**config.mk**
```make
export PLATFORM = sky130hd
export DESIGN_NAME = uart_rx
export DESIGN_NICKNAME = d
export VERILOG_FILES = /design/src/rtl/uart_pkg.sv /design/src/rtl/uart_sync2.sv /design/src/rtl/uart_rx.sv
export SDC_FILE = /design/constraint.sdc
export NUM_CORES = 1
export LEC_CHECK = 0
export CORE_MARGIN = 1.5
export CORE_UTILIZATION = 40
export CTS_CLUSTER_SIZE = 24
export DETAILED_ROUTE_END_ITERATION = 6
export GPL_TIMING_DRIVEN = 0
export MAX_ROUTING_LAYER = met4
export REMOVE_ABC_BUFFERS = 1
export SLEW_MARGIN = 20
export SYNTH_ARGS = -nofsm -noshare
export SYNTH_HDL_FRONTEND = slang
export SYNTH_HIERARCHICAL = 1
export SYNTH_SLANG_ARGS = --single-unit
```
**constraint.sdc**
```tcl
create_clock -name clk -period 6.55 [get_ports clk]
set_clock_uncertainty 0.15 [all_clocks]
set_input_delay 0.9825 -clock clk [delete_from_list [all_inputs] [get_ports clk]]
set_output_delay 0.9825 -clock clk [all_outputs]
set_load 0.005 [all_outputs]
```
**src/rtl/uart_pkg.sv**
```systemverilog
`default_nettype none
// ============================================================================
// Module : uart_pkg
// Brief  : Shared UART link constants and the receiver state encoding.
// Rev    : 1.0
// ============================================================================
package uart_pkg;

    localparam int UART_CLK_FREQ     = 16_000_000;
    localparam int UART_BAUD_RATE    = 1_000_000;
    localparam int UART_DATA_LENGTH  = 8;
    localparam int UART_PARITY_MODE  = 0;
    localparam int UART_CLKS_PER_BIT = UART_CLK_FREQ / UART_BAUD_RATE + 1;
    localparam int UART_HALF_BIT     = UART_CLKS_PER_BIT / 2;

    typedef enum logic [2:0] {
        RX_IDLE   = 3'd0,
        RX_START  = 3'd1,
        RX_DATA   = 3'd2,
        RX_PARITY = 3'd3,
        RX_STOP   = 3'd4,
        RX_BREAK  = 3'd5
    } rx_state_e;

endpackage : uart_pkg
`default_nettype wire

```
**src/rtl/uart_sync2.sv**
```systemverilog
`default_nettype none
// ============================================================================
// Module : uart_sync2
// Brief  : Two-flop synchronizer for an asynchronous single-bit input.
// Rev    : 1.0
// ============================================================================
module uart_sync2 #(
    parameter logic RESET_VALUE = 1'b1
) (
    input  logic clk,
    input  logic reset,
    input  logic i_d,
    output logic o_q
);

    logic r_meta;
    logic r_sync;

    always_ff @(posedge clk or negedge reset) begin
        if (!reset) begin
            r_meta <= RESET_VALUE;
            r_sync <= RESET_VALUE;
        end else begin
            r_meta <= i_d;
            r_sync <= r_meta;
        end
    end

    assign o_q = r_sync;

endmodule : uart_sync2
`default_nettype wire

```
**src/rtl/uart_rx.sv**
```systemverilog
`default_nettype none
// ============================================================================
// Module : uart_rx
// Brief  : Oversampling UART receiver (start, data LSB first, parity, stop)
//          with a valid/ready output handshake and error/overrun flags.
// Rev    : 1.0
// ============================================================================
module uart_rx
    import uart_pkg::*;
#(
    parameter int   DATA_LENGTH  = UART_DATA_LENGTH,
    parameter int   CLKS_PER_BIT = UART_CLKS_PER_BIT,
    parameter logic PARITY_MODE  = 1'(UART_PARITY_MODE)
) (
    input  logic                   clk,
    input  logic                   reset,
    input  logic                   rx_sig,
    output logic [DATA_LENGTH-1:0] data,
    output logic                   valid,
    input  logic                   ready,
    output logic                   parity_err,
    output logic                   frame_err,
    output logic                   overrun
);

    localparam int HALF_BIT = CLKS_PER_BIT / 2;
    localparam int c_CNT_W  = $clog2(CLKS_PER_BIT) + 1;
    localparam int c_IDX_W  = $clog2(DATA_LENGTH + 1);

    localparam logic [c_CNT_W-1:0] c_HALF_LAST = c_CNT_W'(HALF_BIT - 1);
    localparam logic [c_CNT_W-1:0] c_BIT_LAST  = c_CNT_W'(CLKS_PER_BIT - 1);
    localparam logic [c_CNT_W-1:0] c_CNT_ONE   = c_CNT_W'(1);
    localparam logic [c_IDX_W-1:0] c_IDX_LAST  = c_IDX_W'(DATA_LENGTH - 1);
    localparam logic [c_IDX_W-1:0] c_IDX_ONE   = c_IDX_W'(1);

    localparam logic [2:0] c_ST_IDLE   = RX_IDLE;
    localparam logic [2:0] c_ST_START  = RX_START;
    localparam logic [2:0] c_ST_DATA   = RX_DATA;
    localparam logic [2:0] c_ST_PARITY = RX_PARITY;
    localparam logic [2:0] c_ST_STOP   = RX_STOP;
    localparam logic [2:0] c_ST_BREAK  = RX_BREAK;

    logic                   w_s;
    logic                   w_fall;
    logic                   w_bit_end;
    logic                   r_s_prev;
    logic [1:0]             r_settle;
    logic                   r_armed;
    logic [2:0]             r_state;
    logic [c_CNT_W-1:0]     r_cnt;
    logic [c_IDX_W-1:0]     r_idx;
    logic [DATA_LENGTH-1:0] r_shreg;
    logic                   r_parity;
    logic                   r_perr;

    uart_sync2 #(
        .RESET_VALUE (1'b1)
    ) u_sync (
        .clk   (clk),
        .reset (reset),
        .i_d   (rx_sig),
        .o_q   (w_s)
    );

    assign w_fall    = r_s_prev & ~w_s;
    assign w_bit_end = (r_cnt == c_BIT_LAST);

    always_ff @(posedge clk or negedge reset) begin
        if (!reset) begin
            data       <= '0;
            valid      <= 1'b0;
            parity_err <= 1'b0;
            frame_err  <= 1'b0;
            overrun    <= 1'b0;
            r_state    <= c_ST_IDLE;
            r_s_prev   <= 1'b1;
            r_settle   <= 2'b00;
            r_armed    <= 1'b0;
            r_cnt      <= '0;
            r_idx      <= '0;
            r_shreg    <= '0;
            r_parity   <= 1'b0;
            r_perr     <= 1'b0;
        end else begin
            r_s_prev <= w_s;
            // The synchronizer's reset-value ones are not a real idle line;
            // arming waits until they have been flushed out.
            r_settle <= {r_settle[0], 1'b1};
            if (w_s && r_settle[1]) begin
                r_armed <= 1'b1;
            end
            overrun <= 1'b0;
            r_cnt   <= r_cnt + c_CNT_ONE;
            if (valid && ready) begin
                valid <= 1'b0;
            end

            case (r_state)
                c_ST_IDLE: begin
                    if (r_armed && w_fall) begin
                        r_state  <= c_ST_START;
                        r_cnt    <= '0;
                        r_parity <= PARITY_MODE;
                    end
                end
                c_ST_START: begin
                    if (r_cnt == c_HALF_LAST) begin
                        r_cnt   <= '0;
                        r_idx   <= '0;
                        r_state <= w_s ? c_ST_IDLE : c_ST_DATA;
                    end
                end
                c_ST_DATA: begin
                    if (w_bit_end) begin
                        r_cnt    <= '0;
                        r_shreg  <= {w_s, r_shreg[DATA_LENGTH-1:1]};
                        r_parity <= r_parity ^ w_s;
                        if (r_idx == c_IDX_LAST) begin
                            r_state <= c_ST_PARITY;
                        end else begin
                            r_idx <= r_idx + c_IDX_ONE;
                        end
                    end
                end
                c_ST_PARITY: begin
                    if (w_bit_end) begin
                        r_cnt   <= '0;
                        r_perr  <= (w_s != r_parity);
                        r_state <= c_ST_STOP;
                    end
                end
                c_ST_STOP: begin
                    if (w_bit_end) begin
                        r_cnt <= '0;
                        // A coincident accept frees the slot for the new byte.
                        if (!valid || ready) begin
                            data       <= r_shreg;
                            parity_err <= r_perr;
                            frame_err  <= ~w_s;
                            valid      <= 1'b1;
                        end else begin
                            overrun <= 1'b1;
                        end
                        r_state <= w_s ? c_ST_IDLE : c_ST_BREAK;
                    end
                end
                c_ST_BREAK: begin
                    if (w_s) begin
                        r_cnt   <= '0;
                        r_state <= c_ST_IDLE;
                    end
                end
                default: begin
                    r_cnt   <= '0;
                    r_state <= c_ST_IDLE;
                end
            endcase
        end
    end

endmodule : uart_rx
`default_nettype wire

```
* Word-level counts from Yosys, hierarchy flattened
Cells that the tools add are included.
** Storage, ports and cells
- Register bits after elaboration :: 41
- Bits in latches :: 0
- RAM bits :: 0
- ROM bits :: 0
- Bits of input ports :: 4
- Output and inout bits :: 12
- Logic and storage cells :: 82
- Memories :: 0
** Operators by class
- $add $sub $neg :: 2
- Multiply operators :: 0
- Divide/modulo/power cells :: 0
- $lt $le $gt $ge :: 0
- Eq/ne operators :: 17
- Shift-type cells :: 0
- Multiplexer cells :: 29
- Bitwise operators :: 3
- Reductions and logical operators :: 15
** Operators with widths (number)
- two-way mux 3 bit :: 8
- two-way mux 6 bit :: 4
- one-hot mux 6 bit (4 select lines) :: 1
- one-hot mux 3 bit (6 select lines) :: 1
- inequality test 2 bit, second input constant :: 7
- two-way mux 4 bit :: 3
- two-way mux 1 bit :: 9
- one-hot mux 4 bit (2 select lines) :: 1
- AND reduction 7 bit :: 1
- adder 6 x 1 -> 6 bit, second input constant :: 1
- equality test 3 x 2 -> 1 bit, second input constant :: 2
- equality test 3 bit, second input constant :: 2
- equality test 6 x 3 -> 1 bit, second input constant :: 1
- equality test 6 x 5 -> 1 bit, second input constant :: 1
- AND reduction 3 bit :: 2
- adder 4 x 1 -> 4 bit, second input constant :: 1
- equality test 4 x 3 -> 1 bit, second input constant :: 1
- AND reduction 2 bit :: 2
- AND reduction 4 bit :: 1
- nonzero test 2 bit :: 2
- equality test 3 x 1 -> 1 bit, second input constant :: 1
- logical AND 1 bit :: 3
- logical NOT 3 bit :: 1
- OR reduction 3 bit :: 1
- other kinds (9) :: 9

* Logic depth before layout (Yosys ltp)
Gate-level depths: netlist (run 1).
- Depth in word-level cells :: 5
- Gate-level depth with buffers :: 8
- Mapped depth without buffers :: 7

* Modules after synthesis
Netlist (run 1), hierarchy kept.
** By module, submodules not included
- uart_rx :: times used 1, cells an instance 151, area each 1762.9 um2
- uart_sync2 :: times used 1, cells an instance 2, area each 52.6 um2

* Worst setup path after synthesis (run 1)
Ideal clock, no wire load.
- Kind :: register to register
- Start :: register r_cnt[0]
- End :: register r_shreg[0]
- Setup time :: 125 ps
- Arrival :: 1794 ps
- Required time :: 6275 ps
- Slack :: 4482 ps
- Stages on the path, launching flop included :: 7
- Buffers on the path :: 0
- Period minus slack after synthesis :: 2068 ps
- Cell sequence :: dfrtp_1 > inv_1 > ha_1 > nand2_1 > or4_1 > nor2_2 > mux2_2
** Between the ends
- Word-level cells in the longest chain between the ends :: 2
** Ends and longest elaborated chain
- from (decl) :: line uart_rx.sv:50 : logic [c_CNT_W-1:0] r_cnt;
- from (signal assigned) :: line uart_rx.sv:93 : r_cnt <= r_cnt + c_CNT_ONE;
- equality test 6 x 5 -> 1 bit :: line uart_rx.sv:66 : assign w_bit_end = (r_cnt == c_BIT_LAST);
- AND reduction 2 bit (no line)
- to (signal assigned) :: line uart_rx.sv:116 : r_shreg <= {w_s, r_shreg[DATA_LENGTH-1:1]};
- to (decl) :: line uart_rx.sv:52 : logic [DATA_LENGTH-1:0] r_shreg;
Every way passes these cells.
A chain may end at the register's enable or synchronous reset.

* Worst setup path in the final report (run 1)
- Start :: register r_cnt[0]
- End :: register data[5]
** Between the ends
- Word-level cells in the longest chain between the ends :: 2
** Ends and longest elaborated chain
- equality test 6 x 5 -> 1 bit :: line uart_rx.sv:66
- AND reduction 3 bit (no line)
- to (signal assigned) :: line uart_rx.sv:137 : data <= r_shreg;
- to (decl) :: line uart_rx.sv:18 : output logic [DATA_LENGTH-1:0] data,
Every way passes these cells.

==> flow_summary_export.csv, run 1 <==
group,metric,value,unit
sta,rsz0062_at_grt,"no",
floorplanning,ioPinCount,16,
critical_path,startpoint,"r_cnt[0]",
global_route,gr-total-overflow,0,
clock_tree,cts-buffers-inserted,5,
critical_path,critPathRequiredTime,6570,ps
cells_and_area,instances_no_fill,224,
critical_path,endpoint,"data[5]",
critical_path,regToRegStartpoint,"r_cnt[0]",
clock_tree,clk_pin_slew,70,ps
global_route,grt_pass1_vias,1194,
placed_design,dp_hpwl,2280,microns
flow_run,maxCapViolations,0,
routing,drt-initial-drc-count,27,
placed_design,portBuffers,15,
global_route,gr-usage-met2,0.219,
routing,vias,1153,
sta,slew_headroom,0.362,
sta,finalHoldViolations,0,
clock_tree,post_cts_resized,0,
logic_synthesis,synth_cells,153,
sta,tns,0,ps
critical_path,rr_worst_depth,7,
critical_path,critPathLaunchType,"flop",
floorplanning,die_h,70.4,microns
global_route,antenna_found_initial,0,
clock_tree,cts.sinks,41,
cells_and_area,fin_nets,178,
cells_and_area,fill_cells,382,
global_route,use_met1,0.187,
cells_and_area,final_common_cell,"dfrtp_1",
floorplanning,dieArea,4950,sq um
routing,vias_per_cell,5.15,
critical_path,endpoint_kind,"flop",
cells_and_area,final_cell_mix,"dfrtp_1 (38), mux2_2 (19), nand2_1 (15)",
clock_tree,clock_path_buffers,2,
clock_tree,post-cts-setup-buffer-count,0,
routing,wl_per_cell,14.0,microns
routing,wl,3140,microns
critical_path,r2r_slack,3740,ps
cells_and_area,area_delta_synth_final,16.5,%
sta,post-route-min-period,2810,ps
logic_synthesis,synth-seq-cells,41,
global_route,use_met3,0.0361,
power,total_power,0.000564,W
logic_synthesis,yosysWarnings,6,
global_route,grt_pass1_wl,5490,microns
routing,drt_pass1_iterations,4,
logic_synthesis,synth.cell_area,1820,sq um
sta,max_freq,356,MHz
clock_tree,htreeDepth,2,
floorplanning,std_cell_rows,24,
routing,drc,0,
critical_path,worst-setup-path-type,"reg -> reg",
clock_tree,root_buffer,"clkbuf_8",
cells_and_area,post-route-util,0.486,
floorplanning,core-area,4350,sq um
outcome,status,"completed",
clock_tree,cts_tree,"built",
placed_design,placedCellCount,216,
cells_and_area,diodes,0,
logic_synthesis,ys_seq_area_frac,0.567,
sta,slew_viol_final,0,
clock_tree,clk_latency,290,ps
global_route,track_usage,0.146,
floorplanning,die_w,70.4,microns
critical_path,worst_ep_arrival_time,2830,ps
sta,min_period_over_period,0.429,
floorplanning,start_util,0.417,
logic_synthesis,yosysUniqueCellTypes,41,
sta,worst_slew_pin_slew,955,ps
critical_path,crit_fanout,10,
power,p_leak,0.969,nW
cells_and_area,drive_gt1_frac,0.215,
logic_synthesis,synthFlopType,"dfrtp_1",
global_route,top_usage_layer,"met2",
critical_path,regToRegEndpoint,"data[5]",
worst_hold_path,hp-class,"reg -> reg",
global_route,grt_start_max_net_pins,22,
routing,antenna_violating_nets_post_route,0,
logic_synthesis,avgSynthCellArea,11.9,sq um
placed_design,gp_congestion,0.770,
sta,setup_viol,0,
logic_synthesis,synth_edf_count,0,
clock_tree,cts_hold_buf,0,
logic_synthesis,async_flop_share,1.00,
power,power_density,267,nW/um^2
power,irDropWorstVdd,0.182,mV
==> metal layers <==
| metal | wire, microns | up-vias | share of wire |
|---|---|---|---|
| met5 | 0 | - | 0 |
| met4 | 40 | 0 | 0.013 |
| met3 | 93 | 5 | 0.030 |
| met2 | 1500 | 11 | 0.48 |
| met1 | 1510 | 569 | 0.48 |
| li1 | - | 568 | - |
==> stage by stage <==
stage               area [sq um]  worst slack, ps  hold WS (ps)
floorplan                   1790             4250           181
detailed placement          2030             3460           198
CTS                         2120             3680           208
global placement            2000             3420           186
finish                      2120             3740           207
global route                2120             3480           212
==> final cells by class <==
class	instances	area [sq um]	share of cell area
Sequential cell	41	1030	0.487
Clock buffer	8	90.1	0.0426
Inverter	5	18.8	0.00887
Tap cell	52	65.1	0.0308
Timing Repair Buffer	16	173	0.0816
Multi-Input combinational cell	102	739	0.349
==> flip-flops by register name, indices dropped and copies added, names as in the netlist, 2 cells and up <==
name	count
r_state	3
r_cnt	6
data	8
r_settle	2
r_idx	4
r_shreg	8
==> worst min-delay path by stage <==
stage | startpoint | end | slack (ps) | cells past startpoint
6_report | u_sync/r_meta | u_sync/o_q | 210 | 0
5_1_grt | u_sync/r_meta | u_sync/o_q | 210 | 0
4_1_cts | u_sync/r_meta | u_sync/o_q | 210 | 0
3_5_place_dp | u_sync/r_meta | u_sync/o_q | 200 | 0
3_3_place_gp | r_settle[0] | r_settle[1] | 190 | 0
2_1_floorplan | r_settle[0] | r_settle[1] | 180 | 0
==> cell families (layout without fill, tap and decap cells) <==
family / Yosys count / count (layout) / synth area share
flops: 41 / 41 / 0.567
xor+xnor: 5 / 5 / 0.0241
simple gates: 52 / 52 / 0.159
other cells: 1 / 1 / 0.00207
buf+inv: 10 / 29 / 0.0255
mux: 20 / 20 / 0.123
fa+ha+maj: 3 / 3 / 0.0207
compound gates: 21 / 21 / 0.0786
==> worst max-delay path: stages (launching register included) <==
cell and delay (ps):
dfrtp_1 410, inv_1 70, ha_1 140, nand2_1 100
nor4_4 370, nand3_1 220, nor2b_1 790, mux2_2 420
==> power by group <==
part | internal [W] | leakage, nW | total, W | switching, W
clock network | 0.0000858 | 0.0455 | 0.000164 | 0.0000779
registers | 0.000271 | 0.547 | 0.000303 | 0.0000314
logic | 0.0000442 | 0.377 | 0.0000975 | 0.0000533
total | 0.000401 | 0.969 | 0.000564 | 0.000163
==> synth_stat cells, drive strengths merged, types with 3 or more instances <==
library cell   n  area [sq um]
a21oi          4          20.0
clkbuf         3          11.3
dfrtp         38           951
dfstp          3          78.8
ha             3          37.5
inv            5          18.8
mux2          19           214
nand2         15          56.3
nand2b         3          26.3
nand3          8          40.0
nor2          12          47.6
o21ai          8          40.0
xor2           4          35.0
Power figures use the tool's default switching activity.
==> inputs of run 2 (changes only) <==
==> constraint.sdc (replaced) <==
create_clock -name clk -period 2.6 [get_ports clk]
set_clock_uncertainty 0.15 [all_clocks]
set_input_delay 0.39 -clock clk [delete_from_list [all_inputs] [get_ports clk]]
set_output_delay 0.39 -clock clk [all_outputs]
set_load 0.005 [all_outputs]
==> flow_summary_export.csv, run 2 (same netlist as run 1, synthesis figures left out) <==
group,metric,value,unit
outcome,status,"completed",
routing,wl_met2,1470,microns
clock_tree,cts-buffers-inserted,5,
placed_design,portBuffers,15,
routing,drt-initial-drc-count,15,
placed_design,dp_hpwl,2280,microns
sta,fin_ws,206,ps
global_route,grt_start_max_net_pins,22,
critical_path,worst_ep_arrival_time,2410,ps
critical_path,critPathRequiredTime,2620,ps
routing,wl_met3,108,microns
global_route,grt_pass1_vias,1194,
critical_path,startpoint,"r_cnt[0]",
cells_and_area,final_common_cell,"dfrtp_1",
routing,wl_met1,1520,microns
power,p_sw,0.000403,W
cells_and_area,fin_nets,179,
sta,max_freq,418,MHz
global_route,antenna_found_initial,0,
sta,slew_viol_final,0,
power,p_leak,0.982,nW
critical_path,critPathLaunchType,"flop",
worst_hold_path,hp-class,"reg -> reg",
floorplanning,dieArea,4950,sq um
cells_and_area,diodes,0,
cells_and_area,area_delta_synth_final,17.5,%
power,p_clk_frac,0.287,
clock_tree,clk_latency,280,ps
sta,min_period_over_period,0.921,
power,irDropWorstVdd,0.458,mV
routing,drt_pass1_iterations,4,
placed_design,pre_cts_slack,-259,ps
critical_path,worst-setup-path-type,"reg -> reg",
power,netSwitchingFraction,0.285,
placed_design,placed_cell_area,2030,sq um
clock_tree,clk_pin_slew,70,ps
sta,setup_viol,0,
sta,worst_slew_pin_slew,520,ps
floorplanning,die_h,70.4,microns
cells_and_area,top_regs,"data: 8 flops, r_shreg: 8 flops, r_cnt: 6 flops",
critical_path,endpoint_kind,"flop",
flow_run,maxCapViolations,0,
clock_tree,clock_path_buffers,2,
worst_hold_path,min_from,"u_sync/r_meta",
routing,vias,1150,
sta,tns,0,ps
routing,wl,3140,microns
clock_tree,cts_tree,"built",
floorplanning,ioPinCount,16,
floorplanning,start_util,0.417,
clock_tree,htreeDepth,2,
critical_path,crit_fanout,10,
placed_design,gp_congestion,0.770,
global_route,track_usage,0.146,
critical_path,regToRegStartpoint,"r_cnt[0]",
power,p_comb_frac,0.174,
sta,post-route-min-period,2390,ps
power,p_int,0.00101,W
power,power_density,663,nW/um^2
power,total_power,0.00141,W
clock_tree,cts.sinks,41,
global_route,gr-total-overflow,0,
global_route,grt_pass1_wl,5490,microns
routing,wl_per_cell,14.0,microns
cells_and_area,final_cell_mix,"dfrtp_1 (38), mux2_2 (19), nand2_1 (15)",
routing,drc,0,
floorplanning,core-area,4350,sq um
power,power_frac_seq,0.539,
routing,top_layer_used,"met4",
cells_and_area,drive_gt1_frac,0.220,
sta,rsz0062_at_grt,"no",
sta,finalHoldViolations,0,
routing,antenna_violating_nets_post_route,0,
sta,slew_headroom,0.653,
cells_and_area,stdcell_area,2130,sq um
routing,vias_per_cell,5.11,
clock_tree,root_buffer,"clkbuf_8",
sta,holdWs,207,ps
floorplanning,die_w,70.4,microns
floorplanning,std_cell_rows,24,
[run 2: per-layer routing]
| layer | track usage | up-vias |
|---|---|---|
| li1 | - | 570 |
| met1 | 0.187 | 560 |
| met2 | 0.219 | 15 |
| met3 | 0.0361 | 5 |
| met4 | 0.0620 | 0 |
| met5 | - | - |
[run 2: path summary, 6_finish.rpt]
path                       cells after the start         end  slack [ps]
setup / recovery                               7     data[5]         210
hold / removal                                 0  u_sync/o_q         210
setup reg to reg                               7     data[5]         210
hold reg to reg                                0  u_sync/o_q         210
max in group asynchronous                      3    r_parity        1360
min in group asynchronous                      2    r_idx[1]         450
[run 2: repair_timing]
action / 4_1_cts / 5_1_grt
hold buffers: 1 / 0
endpoints found under the setup margin: 10 / 10
endpoints found under the hold margin: 17 / 0
gates resized for setup: 1 / 1
setup buffers: 0 / 0
[run 2: power groups by stage]
stage                     Combinational (W)  Sequential [W]  Clock (W)
after detailed placement           0.000246        0.000775          0
after CTS                          0.000249        0.000763   0.000425
final                              0.000246        0.000763   0.000406
after global routing               0.000280        0.000774   0.000453
after global placement             0.000226        0.000770          0
after floorplan                    0.000180        0.000755          0
[run 2: metrics by stage]
step,utilization,cells
global route,0.490,225
floorplan,-,148
detailed placement,0.465,216
finish,0.490,225
CTS,0.489,225
global placement,0.460,215
[run 2: critical path: stages (launching register included)]
cell and delay [ps]:
dfrtp_1 410, inv_1 70, ha_1 140, nand2_1 100, nor4_4 370, nand3_1 280
nor2b_4 370, mux2_2 380
[run 2: final cells by class]
type,instances,area [sq um]
Clock buffer,8,90.1
Fill cell,381,2220
Inverter,5,18.8
Multi-Input combinational cell,102,747
Sequential cell,41,1030
Tap cell,52,65.1
Timing Repair Buffer,17,183
